<file path="src/rtl/tdm_pkg.sv">
// Shared definitions for the 2-channel bit-interleaved TDM link,
// used by both the transmit and receive ends.
package tdm_pkg;

  typedef enum logic {
    HUNT = 1'b0,
    RUN  = 1'b1
  } tdm_state_e;

  // Sync marks frame bit 0, which carries the channel A MSB; even bits are A, odd bits are B.
  localparam int SYNC_BIT_INDEX = 0;

  function automatic int FRAME_BITS(input int width);
    return 2 * width;
  endfunction

endpackage

</file>
<file path="src/rtl/tdm_shift_in.sv">
// MSB-first serial-to-parallel shift register with synchronous clear.
// Exposes the next-state word so the caller can capture a word on its final bit.
module tdm_shift_in #(
  parameter int WIDTH = 8
) (
  input  logic             clk,
  input  logic             rst_n,
  input  logic             clr,
  input  logic             shift_en,
  input  logic             din,
  output logic [WIDTH-1:0] q_next
);

  logic [WIDTH-1:0] q;
  logic [WIDTH-1:0] base;

  // Clear and shift together start a fresh word with din as its first bit.
  always_comb begin
    base   = clr ? '0 : q;
    q_next = shift_en ? {base[WIDTH-2:0], din} : base;
  end

  always_ff @(posedge clk) begin
    if (!rst_n) q <= '0;
    else        q <= q_next;
  end

endmodule

</file>
<file path="src/rtl/tdm_demux_1_2.sv">
// Receive side of the 2-channel TDM link: aligns on the sync marker and
// de-interleaves the serial stream into channel A and B words.
//
// state | meaning
// HUNT  | waiting for an accepted bit with sync=1
// RUN   | aligned; k tracks the frame bit position
module tdm_demux_1_2
  import tdm_pkg::*;
#(
  parameter int WIDTH = 8
) (
  input  logic             clk,
  input  logic             rst_n,
  input  logic             din,
  input  logic             din_valid,
  input  logic             sync,
  output logic [WIDTH-1:0] a_word,
  output logic [WIDTH-1:0] b_word,
  output logic             word_valid,
  output logic             frame_err,
  output logic             locked
);

  localparam int NBITS = FRAME_BITS(WIDTH);
  localparam int K_W   = $clog2(NBITS);
  localparam logic [K_W-1:0] K_START = K_W'(SYNC_BIT_INDEX);
  localparam logic [K_W-1:0] K_AFTER = K_W'(SYNC_BIT_INDEX + 1);
  localparam logic [K_W-1:0] K_LAST  = K_W'(NBITS - 1);

  tdm_state_e       state_q;
  logic [K_W-1:0]   k_q;
  logic             in_run;
  logic             sync_bit;
  logic             data_bit;
  logic             a_en;
  logic             b_en;
  logic [WIDTH-1:0] a_next;
  logic [WIDTH-1:0] b_next;

  assign in_run   = (state_q == RUN);
  assign sync_bit = din_valid && sync;
  // A data bit is anything accepted mid-frame without sync; k=0 without sync is a framing error.
  assign data_bit = din_valid && !sync && in_run && (k_q != K_START);
  assign a_en     = sync_bit || (data_bit && !k_q[0]);
  assign b_en     = data_bit && k_q[0];

  tdm_shift_in #(.WIDTH(WIDTH)) u_shift_a (
    .clk      (clk),
    .rst_n    (rst_n),
    .clr      (sync_bit),
    .shift_en (a_en),
    .din      (din),
    .q_next   (a_next)
  );

  tdm_shift_in #(.WIDTH(WIDTH)) u_shift_b (
    .clk      (clk),
    .rst_n    (rst_n),
    .clr      (sync_bit),
    .shift_en (b_en),
    .din      (din),
    .q_next   (b_next)
  );

  always_ff @(posedge clk) begin
    if (!rst_n) begin
      state_q    <= HUNT;
      k_q        <= K_START;
      a_word     <= '0;
      b_word     <= '0;
      word_valid <= 1'b0;
      frame_err  <= 1'b0;
      locked     <= 1'b0;
    end else begin
      word_valid <= 1'b0;
      frame_err  <= 1'b0;
      if (sync_bit) begin
        // Sync anywhere but k=0 in RUN aborts the partial frame and realigns here.
        frame_err <= in_run && (k_q != K_START);
        k_q       <= K_AFTER;
        state_q   <= RUN;
        locked    <= 1'b1;
      end else if (din_valid && in_run) begin
        if (k_q == K_START) begin
          frame_err <= 1'b1;
          state_q   <= HUNT;
          locked    <= 1'b0;
        end else if (k_q == K_LAST) begin
          k_q        <= K_START;
          a_word     <= a_next;
          b_word     <= b_next;
          word_valid <= 1'b1;
        end else begin
          k_q <= k_q + 1'b1;
        end
      end
    end
  end

endmodule
</file>
<file path="config.mk">
export PLATFORM = sky130hd
export DESIGN_NAME = tdm_demux_1_2
export DESIGN_NICKNAME = d
export VERILOG_FILES = /design/src/rtl/tdm_pkg.sv /design/src/rtl/tdm_shift_in.sv /design/src/rtl/tdm_demux_1_2.sv
export SDC_FILE = /design/constraint.sdc
export NUM_CORES = 1
export LEC_CHECK = 0
export CAP_MARGIN = 0
export CORE_MARGIN = 3
export CORE_UTILIZATION = 57
export DETAILED_ROUTE_END_ITERATION = 12
export GPL_TIMING_DRIVEN = 0
export PLACE_DENSITY = 0.83
export SYNTH_ARGS = -nofsm -noshare
export SYNTH_HDL_FRONTEND = slang
export SYNTH_SLANG_ARGS = --single-unit
export TNS_END_PERCENT = 5
</file>
<file path="constraint.sdc">
create_clock -name clk -period 3.1 [get_ports clk]
set_clock_uncertainty 0.2 [all_clocks]
set_input_delay 0.62 -clock clk [delete_from_list [all_inputs] [get_ports clk]]
set_output_delay 0.62 -clock clk [all_outputs]
set_load 0.05 [all_outputs]
</file>
==> impl_metrics.ini <==
[layout]
fin_nets = 228
antenna_cells = 0
final_common_cell = dfxtp_1
fin_util_pct = 73.15
multiInputGateArea_um2 = 849.6
layout_common_cells = 39 x dfxtp_1, 23 x clkdlybuf4s50_1, 21 x nand2_1
fillers = 218
drive_above_1_share_pct = 11.26
area_delta_synth_final_pct = 18.23
regArea_um2 = 780.7

[detailed_routing]
met1_length_um = 1834
top_layer = met4
drcViolationCount = 0
vias_per_cell = 6.992
met3_length_um = 428
routedWlPerCell_um = 17.74
wl_met2_um = 2166
routed_wl_um = 4488
vias = 1769
first_iter_violations = 174
drt_first_pass_iters = 5
ant_nets = 0

[global_routing]
grt_pass1_wl_um = 7245
grt_pass1_vias = 1689
antenna_found_initial = 0
grt_max_degree = 12
gr-total-overflow = 0
grtUsageTotal_pct = 25.81

[die]
start_util_pct = 61.88
fp.dieH_um = 61.42
core_um2 = 2829
die-area_um2 = 3772
rows = 19
die_w_um = 61.42
io_pins = 24

[clock_tree]
cts_buffer_depth = 2
cts_buffers = 5
cts_htree_levels = 2
cts-hold-fix-buffers = 0
clk-insertion-delay-late_ns = 0.32
clock_sinks = 39
clockRootBuffer = clkbuf_4
cts.repair.resized = 0
tritoncts = yes
clkTransAtPathRegs_ns = 0.11
post_cts_buffers = 0

[synth]
yosysWarnings = 0
yosysTopAreaCell = dfxtp_1
ys_seq_area_share_pct = 44.60
syn_avg_cell_area_um2 = 9.165
yosys-top-cells-area = dfxtp_1 45%, a311oi_1 8.0%, a221oi_1 7.5%
netlist_instances = 191
synth_edf_count = 0
ys_seq_elements = 39
synth_ff_type = dfxtp_1
syn_nets = 198
syn_area_um2 = 1750
synthDistinctLibCells = 31
synth_top_area_share_pct = 44.60
synthArstFlopShare_pct = 0

[critical_path]
cp.depth = 1
cp_top_family = buffers and inverters
cpPeakStageDelay_ns = 0.85
rrSetupSlack_ns = 0.84
crit_arrival_ns = 1.61
critPathLaunchType = register
critPathBufInv = 1
crit_chain = clkdlybuf4s50_1
worstSetupPathType = reg2out
crit_fanout = 7
crit_path_end_kind = primary output
worst_r2r_startpoint = k_q[0]$_SDFFE_PN0P_
critPathLaunch = in_run$_SDFFE_PN0P_
rr_worst_depth = 6
r2r-end = u_shift_b.q[6]$_SDFF_PN0_
crit_end = locked
slowest_stage = clkdlybuf4s50_1
required_ns = 2.28

[sta]
fin_crit_sh_pct = 78.54
rsz0062_at_grt = false
worstMarginPinSlew_ns = 0.5417
slew_headroom_pct = 63.89
setup_tns_ns = 0
report.final.slew_viol_count = 0
hold_viol = 0
hold_ws_ns = 0.2856
fmax_ghz = 0.4107
setup_viol = 0
min_period_ns = 2.435

[pwr]
power_density_nw_per_um2 = 398.9
peakVddDrop_mv = 0.2260
power_uw = 825.5
p_leak_uw = 0.0006274

[worst_hold_path]
hp-class = reg2reg
hold_depth = 2

[place]
dp_hpwl_um = 3110
gp_congestion = 0.9244
io_buffers = 23

[flow_run]
max_cap_violations = 0

[outcome]
status = completed
-- per-stage QoR --
step,area [um^2],setup WS [ns],instances
after global routing,2069,0.6109,253
after CTS,2069,0.6561,253
final,2069,0.6651,253
after floorplan,1750,1.236,191
after global placement,2019,0.6372,245
after detailed placement,2019,0.6042,245
-- cell families after synthesis --
logic type               Yosys count  share of synthesized area (%)
AO/OA/AOI/OAI                     74                          29.45
XOR/XNOR                           1                         0.5004
adder cells (fa/ha/maj)            2                          1.429
buffers and inverters             22                          6.862
flip-flops                        39                          44.60
multiplexers                       1                         0.5719
AND/OR/NAND/NOR                   52                          16.58
-- worst register-to-register path: cells and delay by family, from the launching register on --
kind / cells / cell delay (ns)
buf+inv: 2 / 0.53
simple gates: 2 / 0.36
fa+ha+maj: 1 / 0.32
compound gates: 1 / 0.33
flops: 1 / 0.44
-- cells in the mapped netlist, types with 2 or more instances --
master,n
a311oi_1,16
dfxtp_1,39
a311oi_2,2
a31oi_1,2
a21oi_1,18
nor3_1,2
clkinv_1,2
ha_1,2
nand4_1,17
inv_1,2
clkbuf_1,5
o21ai_0,19
nand3_1,4
clkbuf_2,2
nand2_1,21
buf_4,6
buf_2,4
a221oi_1,15
-- registers in the layout, summed over array words and instances, names as in the netlist --
name         flops
b_word           8
u_shift_b.q      8
u_shift_a.q      8
frame_err        1
word_valid       1
a_word           8
k_q              4
in_run           1
-- layout make-up --
class	instances	share of cell area [%]
Clock inverter	1	0.2418
Clock buffer	7	2.177
Multi-Input combinational cell	130	41.05
Buffer	18	5.079
Timing Repair Buffer	23	11.12
Sequential cell	39	37.73
Inverter	4	0.7255
Tap cell	31	1.874
-- where the power goes --
group | internal (uW) | total [uW] | switching [uW]
clock | 88.6 | 241 | 153
combinational | 22.3 | 77.1 | 54.8
sequential | 504 | 507 | 3.53
total | 614 | 825 | 211
-- worst min-delay path by stage --
stage | startpoint | to | slack, ns
after floorplan | u_shift_a.q[0]$_SDFF_PN0_ | u_shift_a.q[0]$_SDFF_PN0_ | 0.24
after global placement | u_shift_a.q[7]$_SDFF_PN0_ | u_shift_a.q[7]$_SDFF_PN0_ | 0.25
after detailed placement | u_shift_b.q[7]$_SDFF_PN0_ | u_shift_b.q[7]$_SDFF_PN0_ | 0.27
after CTS | u_shift_b.q[7]$_SDFF_PN0_ | u_shift_b.q[7]$_SDFF_PN0_ | 0.28
after global routing | u_shift_a.q[7]$_SDFF_PN0_ | u_shift_a.q[7]$_SDFF_PN0_ | 0.31
final | u_shift_a.q[7]$_SDFF_PN0_ | u_shift_a.q[7]$_SDFF_PN0_ | 0.29
-- metal layers --
metal  track usage (%)  vias up
met4             10.61        0
met2             41.84      114
li1                  -      811
met5                 0        -
met1             33.46      832
met3             5.451       12
(Power assumes the default switching activity.)
